$ cat src/rtl/fifo_pkt_pkg.sv
// Shared constants for the packet reader: FIFO word layout and FSM state codes.
package fifo_pkt_pkg;
    localparam int WORD_W  = 9;
    localparam int SOP_BIT = 8;

    localparam logic [1:0] ST_HUNT    = 2'd0;
    localparam logic [1:0] ST_LEN     = 2'd1;
    localparam logic [1:0] ST_PAYLOAD = 2'd2;

    typedef logic [WORD_W-1:0] fifo_word_t;
endpackage

$ cat src/rtl/fifo_skid_buf2.sv
// Two-entry holding buffer behind a standard-mode FIFO; issues pops so that
// buffered plus in-flight words never exceed the two slots.
module fifo_skid_buf2
    import fifo_pkt_pkg::*;
(
    input  logic       clk,
    input  logic       srst,
    input  fifo_word_t fifo_dout,
    input  logic       fifo_valid,
    input  logic       fifo_empty,
    output logic       fifo_rd_en,
    input  logic       pop,
    output logic       head_valid,
    output fifo_word_t head
);
    fifo_word_t mem [2];
    logic [1:0] count;
    logic       inflight;
    logic       push;
    logic       pop_ok;

    assign fifo_rd_en = !srst && !fifo_empty && ((count + {1'b0, inflight}) < 2'd2);
    // Read data that was never requested (e.g. straddling a reset) is dropped.
    assign push       = fifo_valid && inflight;
    assign head_valid = (count != 2'd0);
    assign pop_ok     = pop && head_valid;
    assign head       = mem[0];

    always_ff @(posedge clk) begin
        if (srst) begin
            count    <= 2'd0;
            inflight <= 1'b0;
            mem[0]   <= '0;
            mem[1]   <= '0;
        end else begin
            inflight <= fifo_rd_en;
            case ({push, pop_ok})
                2'b10: begin
                    mem[count[0]] <= fifo_dout;
                    count         <= count + 2'd1;
                end
                2'b01: begin
                    mem[0] <= mem[1];
                    count  <= count - 2'd1;
                end
                2'b11: begin
                    if (count == 2'd1) begin
                        mem[0] <= fifo_dout;
                    end else begin
                        mem[0] <= mem[1];
                        mem[1] <= fifo_dout;
                    end
                end
                default: ;
            endcase
        end
    end
endmodule

$ cat src/rtl/fifo_packet_reader.sv
// Parses SOP-framed packets from the holding buffer into a header strobe and a
// ready/valid payload stream, counting and resynchronising on framing errors.
module fifo_packet_reader
    import fifo_pkt_pkg::*;
#(
    parameter int LenWidth      = 8,
    parameter int ErrCountWidth = 16
) (
    input  logic                     clk,
    input  logic                     srst,
    input  logic [WORD_W-1:0]        fifo_dout,
    input  logic                     fifo_valid,
    input  logic                     fifo_empty,
    output logic                     fifo_rd_en,
    output logic                     hdr_valid,
    output logic [7:0]               hdr_cmd,
    output logic [LenWidth-1:0]      hdr_len,
    output logic [7:0]               out_data,
    output logic                     out_valid,
    input  logic                     out_ready,
    output logic                     out_last,
    output logic                     pkt_done,
    output logic [ErrCountWidth-1:0] err_count
);
    logic                     head_valid;
    fifo_word_t               head;
    logic                     pop;
    logic [1:0]               state, next_state;
    logic [LenWidth-1:0]      remaining, next_rem;
    logic [7:0]               cmd_q, next_cmd;
    logic [7:0]               hdr_cmd_q;
    logic [LenWidth-1:0]      hdr_len_q;
    logic [ErrCountWidth-1:0] err_q;
    logic                     err_inc;
    logic                     sop;
    logic [LenWidth-1:0]      len_word;

    fifo_skid_buf2 u_buf (
        .clk       (clk),
        .srst      (srst),
        .fifo_dout (fifo_dout),
        .fifo_valid(fifo_valid),
        .fifo_empty(fifo_empty),
        .fifo_rd_en(fifo_rd_en),
        .pop       (pop),
        .head_valid(head_valid),
        .head      (head)
    );

    assign sop      = head[SOP_BIT];
    assign len_word = LenWidth'(head[7:0]);

    always_comb begin
        pop        = 1'b0;
        hdr_valid  = 1'b0;
        pkt_done   = 1'b0;
        err_inc    = 1'b0;
        out_valid  = 1'b0;
        next_state = state;
        next_rem   = remaining;
        next_cmd   = cmd_q;
        if (head_valid && !srst) begin
            case (state)
                ST_HUNT: begin
                    pop = 1'b1;
                    if (sop) begin
                        next_cmd   = head[7:0];
                        next_state = ST_LEN;
                    end else begin
                        err_inc = 1'b1;
                    end
                end
                ST_LEN: begin
                    pop = 1'b1;
                    if (sop) begin
                        err_inc  = 1'b1;
                        next_cmd = head[7:0];
                    end else begin
                        hdr_valid = 1'b1;
                        if (len_word == '0) begin
                            pkt_done   = 1'b1;
                            next_state = ST_HUNT;
                        end else begin
                            next_rem   = len_word;
                            next_state = ST_PAYLOAD;
                        end
                    end
                end
                ST_PAYLOAD: begin
                    // A new SOP here means the packet was truncated: resync on it.
                    if (sop) begin
                        pop        = 1'b1;
                        err_inc    = 1'b1;
                        next_cmd   = head[7:0];
                        next_state = ST_LEN;
                    end else begin
                        out_valid = 1'b1;
                        if (out_ready) begin
                            pop      = 1'b1;
                            next_rem = remaining - LenWidth'(1);
                            if (remaining == LenWidth'(1)) begin
                                pkt_done   = 1'b1;
                                next_state = ST_HUNT;
                            end
                        end
                    end
                end
                default: next_state = ST_HUNT;
            endcase
        end
    end

    assign out_data  = out_valid ? head[7:0] : 8'h00;
    assign out_last  = out_valid && (remaining == LenWidth'(1));
    assign hdr_cmd   = hdr_valid ? cmd_q : hdr_cmd_q;
    assign hdr_len   = hdr_valid ? len_word : hdr_len_q;
    assign err_count = err_q;

    always_ff @(posedge clk) begin
        if (srst) begin
            state     <= ST_HUNT;
            remaining <= '0;
            cmd_q     <= 8'h00;
            hdr_cmd_q <= 8'h00;
            hdr_len_q <= '0;
            err_q     <= '0;
        end else begin
            state     <= next_state;
            remaining <= next_rem;
            cmd_q     <= next_cmd;
            if (hdr_valid) begin
                hdr_cmd_q <= cmd_q;
                hdr_len_q <= len_word;
            end
            if (err_inc && (err_q != '1))
                err_q <= err_q + ErrCountWidth'(1);
        end
    end
endmodule
$ cat config.mk
export PLATFORM = sky130hd
export DESIGN_NAME = fifo_packet_reader
export DESIGN_NICKNAME = d
export VERILOG_FILES = /design/src/rtl/fifo_pkt_pkg.sv /design/src/rtl/fifo_skid_buf2.sv /design/src/rtl/fifo_packet_reader.sv
export SDC_FILE = /design/constraint.sdc
export NUM_CORES = 1
export LEC_CHECK = 0
export BUFFER_PORTS_ARGS = -buffer_cell sky130_fd_sc_hd__buf_2
export CORE_UTILIZATION = 25
export DETAILED_ROUTE_END_ITERATION = 6
export PLACE_DENSITY_LB_ADDON = 0.12
export SLEW_MARGIN = 25
export SYNTH_ARGS = -nofsm -noshare
export SYNTH_HDL_FRONTEND = slang
export SYNTH_HIERARCHICAL = 1
export SYNTH_SLANG_ARGS = --single-unit
$ cat constraint.sdc
create_clock -name clk -period 7.6 [get_ports clk]
set_input_delay 0.76 -clock clk [delete_from_list [all_inputs] [get_ports clk]]
set_output_delay 0.76 -clock clk [all_outputs]
set_load 0.05 [all_outputs]
==> results.md, run 1 <==
* Post-CTS Setup Bufs at 0
* ANT cells at 0
* Ys Warns at 6
* Post-cts sizing count at 0
* RR Startpoint: state[0]$_SDFFE_PP0P_
* Fraction of layout cells with a size suffix above 1 at 26.2%
* Sw Ratio at 24.9%
* # fillers at 1573
* Synthesized Nets at 404
* Sequential area share after synthesis at 42.9%
* Final ANT Viol Nets at 0
* Hold WS at 0.483 ns
* Vias at 2938
* Io pins at 59
* Rows at 44
* VDD IR-drop max at 0.0970 mV
* H-tree level count at 3
* Dominant synthesized flop cell: dfxtp_1
* WP data required at 6.84 ns
* Clock buffer depth at 2
* Pre-CTS setup slack at 3.70 ns
* CTS Root Cell: clkbuf_16
* Classification of the worst setup path: flop to output pin
* Internal at 0.000660 W
* Reg power frac at 46.6%
* Fin area at 4440 µm²
* Crit path cell chain: inv_1 > ha_1 > nor4bb_2 > and4_1 > nand2_1 > a21boi_0 > buf_2
* Vias in the first global route at 2940
* Critical path buffers and inverters at 2
* DRT Pass-1 Iters at 4
* Clock skew at 0.00649 ns
* Max-slew violations at 0
* Synthesized cell area at 3730 µm²
* Share of async-settable or async-resettable flops after synthesis at 0%
* HPWL Detailed at 6540 µm
* Non-Filler Instances at 619
* Crit path from: state[0]$_SDFFE_PP0P_
* First-pass GRT wire length at 15400 µm
* Nets at 456
* Leak at 1.78 nW
* Die H at 124 µm
* Most common cell after layout, fill and taps aside: buf_2
* Placeable Area at 14500 µm²
* Final wirelength at 9370 µm
* Min Tclk post-route at 3.82 ns
* Area grow syn2layout at 18.8%
* Initial Util at 25.7%
* Setup-failing EPs final at 0
* # Max-Cap Violations at 0
* Final Worst Setup Slack at 3.78 ns
* Initial antenna violation count at 0
* DP Area at 4140 µm²
* Cell Pwr Density at 198 nW/µm²
* CP delay by family, top: simple AND/OR/NAND/NOR gates
* Inst Count DP at 603
* Element type at the critical path end: output pin
* Slowest cell on the critical path: nor4bb_2
* Critical path arrival at 3.06 ns
* Die area at 15400 µm²
* Number of port buffers at 58
* HP Class: flop to flop
* Clock share of power at 45.9%
* Synth cell types at 58
* Hold_sp: err_count[5]$_SDFFE_PP0P_
* Crit path max fanout at 24
* Final period util at 50.2%
* Max Freq at 262 MHz
* CTS tree: yes
* CTS clock-pin slew for the worst setup and hold paths at 0.06 ns
* DIE WIDTH at 124 µm
* Outcome: finished clean
* Hold-fix buffers, CTS at 0
* Synth Instances at 378
* Rel. slew slack at 45.6%
* Measured slew at the worst slew-check pin at 0.816 ns
* Startpoint types: flop
* Drt wl/cell at 15.1 µm
* Fin Setup TNS at 0 ns
* Largest net degree at the start of global routing at 42
* Clk_lat worst skew at 0.34 ns
* Syn avg cell area at 9.88 µm²
* Switching pwr at 0.000218 W
* Combinational fraction of design power at 7.5%
* Total CTS buffers at 9
* Clk sinks at 71
* EDFF count, synth at 18
* Synthesized flop and latch total at 71
* Drt drc at 0
* Total track usage at 12.7%
* Vias per cell at 4.75
* Global route total overflow at 0
* CP peak stage delay at 0.70 ns
* RSZ-0062 raised after global routing: false
* Most frequent cells in the layout: buf_2 (58), dfxtp_1 (53), and2_1 (36)
* Final Hold Fails at 0
* Iter 0 DRT Violations at 105
* Placer Congestion at 0.769
[cell type report]
type                    instances  area (µm²)  area share [%]
multi-input cells             270        1950            43.9
flip-flops and latches         71        1600            36.1
repair buffers                 60         305            6.88
clock buffers                  12         256            5.78
well taps                     184         230            5.19
inverters                      18        67.6            1.52
clock inverters                 4        28.8           0.649
[Yosys cell counts, drive strengths merged (4+ instances only)]
master	instances	area, µm²
a211oi	4	30.0
and2	38	240
or4	7	52.6
and4	7	65.1
nand4	5	61.3
mux2	19	218
nor3	5	30.0
o32ai	4	35.0
nand2	24	90.1
nor2b	6	37.5
nor4	4	25.0
or3	4	25.0
nor2	16	76.3
nand2b	6	37.5
buf	9	88.8
inv	18	67.6
clkbuf	10	37.5
mux2i	12	120
o31ai	9	67.6
edfxtp	18	541
dfxtp	53	1060
a21oi	28	174
o21ai	14	70.1
nand3	17	85.1
ha	12	150
[worst paths after layout]
check,end,slack [ns],cells past startpoint
setup / recovery,pkt_done,3.78,7
hold / removal,err_count[5]$_SDFFE_PP0P_,0.48,1
setup reg to reg,u_buf/mem[0][4]$_DFFE_PP_,4.39,9
hold reg to reg,err_count[5]$_SDFFE_PP0P_,0.48,1
[state kept, by name (all words and copies together) (netlist names), 2 cells and up]
register,cells
hdr_cmd_q,8
err_count,16
remaining,8
u_buf/mem,18
cmd_q,8
u_buf/count,2
state,2
hdr_len_q,8
[power groups by stage]
| stage | Sequential [W] | Clock [W] | Combinational (W) |
|---|---|---|---|
| after global routing | 0.000411 | 0.000436 | 0.0000733 |
| after detailed placement | 0.000418 | 0 | 0.0000663 |
| after global placement | 0.000417 | 0 | 0.0000659 |
| after floorplan | 0.000415 | 0 | 0.0000472 |
| after CTS | 0.000409 | 0.000419 | 0.0000667 |
| final | 0.000409 | 0.000403 | 0.0000660 |
[cell families (layout without fill, tap and decap cells)]
logic type,count (synthesis),in the layout,share of synthesized area (%)
AND/OR/NAND/NOR,145,145,23.5
AO/OA/AOI/OAI,79,79,14.7
multiplexers,31,31,9.05
buffers and inverters,37,94,5.19
flip-flops,71,71,42.9
adder cells (fa/ha/maj),12,12,4.02
XOR/XNOR,3,3,0.704
[through the flow]
stage / total power (W) / util (%)
5_1_grt: 0.000920 / 30.5
4_1_cts: 0.000895 / 30.5
2_1_floorplan: 0.000463 / -
3_3_place_gp: 0.000483 / 28.5
3_5_place_dp: 0.000484 / 28.5
6_report: 0.000878 / 30.5
[layer usage]
metal	global-route usage (%)	part of all wire, %	vias up
met2	22.1	50	65
li1	-	-	1483
met4	3.61	1.0	0
met5	0	0	-
met1	14.6	45	1384
met3	4.35	4.7	6
No activity file was read; power rests on OpenSTA's default activity.
==> run 2: changes to the inputs <==
==> constraint.sdc (replaced) <==
create_clock -name clk -period 3.8 [get_ports clk]
set_input_delay 0.38 -clock clk [delete_from_list [all_inputs] [get_ports clk]]
set_output_delay 0.38 -clock clk [all_outputs]
set_load 0.05 [all_outputs]
==> results.md, run 2 (same netlist as run 1, synthesis figures left out) <==
* Slowest cell on the critical path: dfxtp_1
* Clock buffer depth at 2 (unchanged)
* Initial Util at 25.7% (unchanged)
* Global route total overflow at 0 (unchanged)
* Final wirelength at 9320 µm (-0.53%)
* Critical path arrival at 2.69 ns (-0.37 ns)
* Hold_sp: fifo_empty
* Measured slew at the worst slew-check pin at 0.714 ns (-0.102 ns)
* Max Freq at 326 MHz
* Top reg by flops: u_buf/mem
* Min Tclk post-route at 3.07 ns
* Startpoint types: flop
* H-tree level count at 3 (unchanged)
* DRT Pass-1 Iters at 4 (unchanged)
* CTS Root Cell: clkbuf_16
* ANT cells at 0 (unchanged)
* Number of port buffers at 58 (unchanged)
* Final period util at 80.7%
* Leak at 1.82 nW (+2.2%)
* Clock skew at 0.00615 ns (-0.000345 ns)
* Inst Count DP at 607 (+0.66%)
* Crit path max fanout at 18 (-25%)
* Hold WS at 0.214 ns (-0.269 ns)
* HP Class: input port to flop
* Drt drc at 0 (unchanged)
* DIE WIDTH at 124 µm (unchanged)
* Most common cell after layout, fill and taps aside: buf_2
* Io pins at 59 (unchanged)
* Worst r2r dst: u_buf/mem[0][0]$_DFFE_PP_
* Die area at 15400 µm² (unchanged)
* Pre-CTS setup slack at 0.980 ns (-2.72 ns)
* Layout Utilization at 30.8% (+0.25 points)
* Vias in the first global route at 2901 (-1.3%)
* CTS tree: yes
* Final Hold Fails at 0 (unchanged)
* Iter 0 DRT Violations at 136 (+30%)
* CTS clock-pin slew for the worst setup and hold paths at 0.06 ns (about the same)
* Max-slew violations at 0 (unchanged)
* Critical path buffers and inverters at 3 (+1)
* Initial antenna violation count at 0 (unchanged)
* VDD IR-drop max at 0.206 mV (+110%)
* Total CTS buffers at 9 (unchanged)
* Post-cts sizing count at 0 (unchanged)
* Clk_lat worst skew at 0.34 ns (about the same)
* CP peak stage delay at 0.48 ns (-0.22 ns)
* Final Worst Setup Slack at 0.732 ns (-3.05 ns)
* # Max-Cap Violations at 0 (unchanged)
* Area grow syn2layout at 19.7%
* Outcome: finished clean
* Vias at 2983 (+1.5%)
* Element type at the critical path end: output pin
* Placeable Area at 14500 µm² (unchanged)
* Crit path from: u_buf/count[0]$_SDFFE_PP0P_
* Total track usage at 12.8% (+0.14 points)
* Vias per cell at 4.79 (+0.88%)
* Classification of the worst setup path: flop to output pin
* Rel. slew slack at 52.3% (+6.8 points)
* Drt wl/cell at 15.0 µm (-1.2%)
* Final ANT Viol Nets at 0 (unchanged)
* Nets at 460 (+0.88%)
* Placer Congestion at 0.771 (+0.30%)
* CP delay by family, top: simple AND/OR/NAND/NOR gates
* WP data required at 3.42 ns (-3.42 ns)
* Hold path cells at 2 (+1)
* RR Startpoint: state[0]$_SDFFE_PP0P_
* Non-Filler Instances at 623 (+0.65%)
* Post-CTS Setup Bufs at 0 (unchanged)
* Setup-failing EPs final at 0 (unchanged)
* Fraction of layout cells with a size suffix above 1 at 26.7% (+0.44 points)
* First-pass GRT wire length at 15400 µm (+0.31%)
* Hold Crit Endpoint: u_buf/inflight$_SDFF_PP0_
* Largest net degree at the start of global routing at 25 (-40%)
* HPWL Detailed at 6680 µm (+2.2%)
* Die H at 124 µm (unchanged)
* R2R Setup Slk at 1.01 ns (-3.38 ns)
* Rows at 44 (unchanged)
* Clk sinks at 71 (unchanged)
* Crit path cell chain: inv_1 > ha_1 > inv_1 > or3b_4 > nor2_8 > nand3_1 > a21boi_1 > buf_2
* Max FFs per register at 18 (unchanged)
* Fin Setup TNS at 0 ns (unchanged)
* Most frequent cell on the critical path: inv_1
* Hold-fix buffers, CTS at 0 (unchanged)
* Worst reg2reg path depth at 9 (unchanged)
* RSZ-0062 raised after global routing: false
* Most frequent cells in the layout: buf_2 (58), dfxtp_1 (53), and2_1 (36)
* Cell Pwr Density at 406 nW/µm² (+110%)
==> run 2: cell count changes in the layout (fill, tap and decap cells not counted), sizes merged <==
cell      change
buf           +4
clkbuf        -1
clkinvlp      -3
inv           +1
clkinv        +2
bufinv        +1
==> run 2: worst max-delay path by stage <==
stage	end	slack, ns	cells past startpoint
after CTS	pkt_done	0.70	8
after floorplan	pkt_done	0.36	8
after detailed placement	u_buf/mem[0][2]$_DFFE_PP_	0.98	9
final	pkt_done	0.73	8
after global placement	u_buf/mem[0][2]$_DFFE_PP_	1.11	9
after global routing	pkt_done	0.52	8
==> run 2: power by group <==
| part | switching (W) | internal [W] |
|---|---|---|
| clock | 0.000337 | 0.000527 |
| sequential | 0.0000223 | 0.000795 |
| combinational | 0.0000856 | 0.0000477 |
| total | 0.000445 | 0.00137 |
==> run 2: layer usage <==
metal	vias up	GRT usage (%)	wire length, µm
met5	-	0	0
met4	0	7.30	213
met3	16	2.93	384
met2	71	20.0	4260
met1	1395	16.3	4460
li1	1501	-	-
==> run 2: final cells by class <==
type	instances	area (µm²)
Fill cell	1564	10100
Multi-Input combinational cell	270	1940
Sequential cell	71	1600
Timing Repair Buffer	64	335
Clock buffer	11	243
Tap cell	184	230
Inverter	18	67.6
Clock inverter	5	55.1
==> run 2: through the flow <==
stage	power [W]	area, µm²
final	0.00182	4470
after global routing	0.00190	4470
after CTS	0.00186	4470
after detailed placement	0.000970	4170
after global placement	0.000971	4170
after floorplan	0.000925	3730
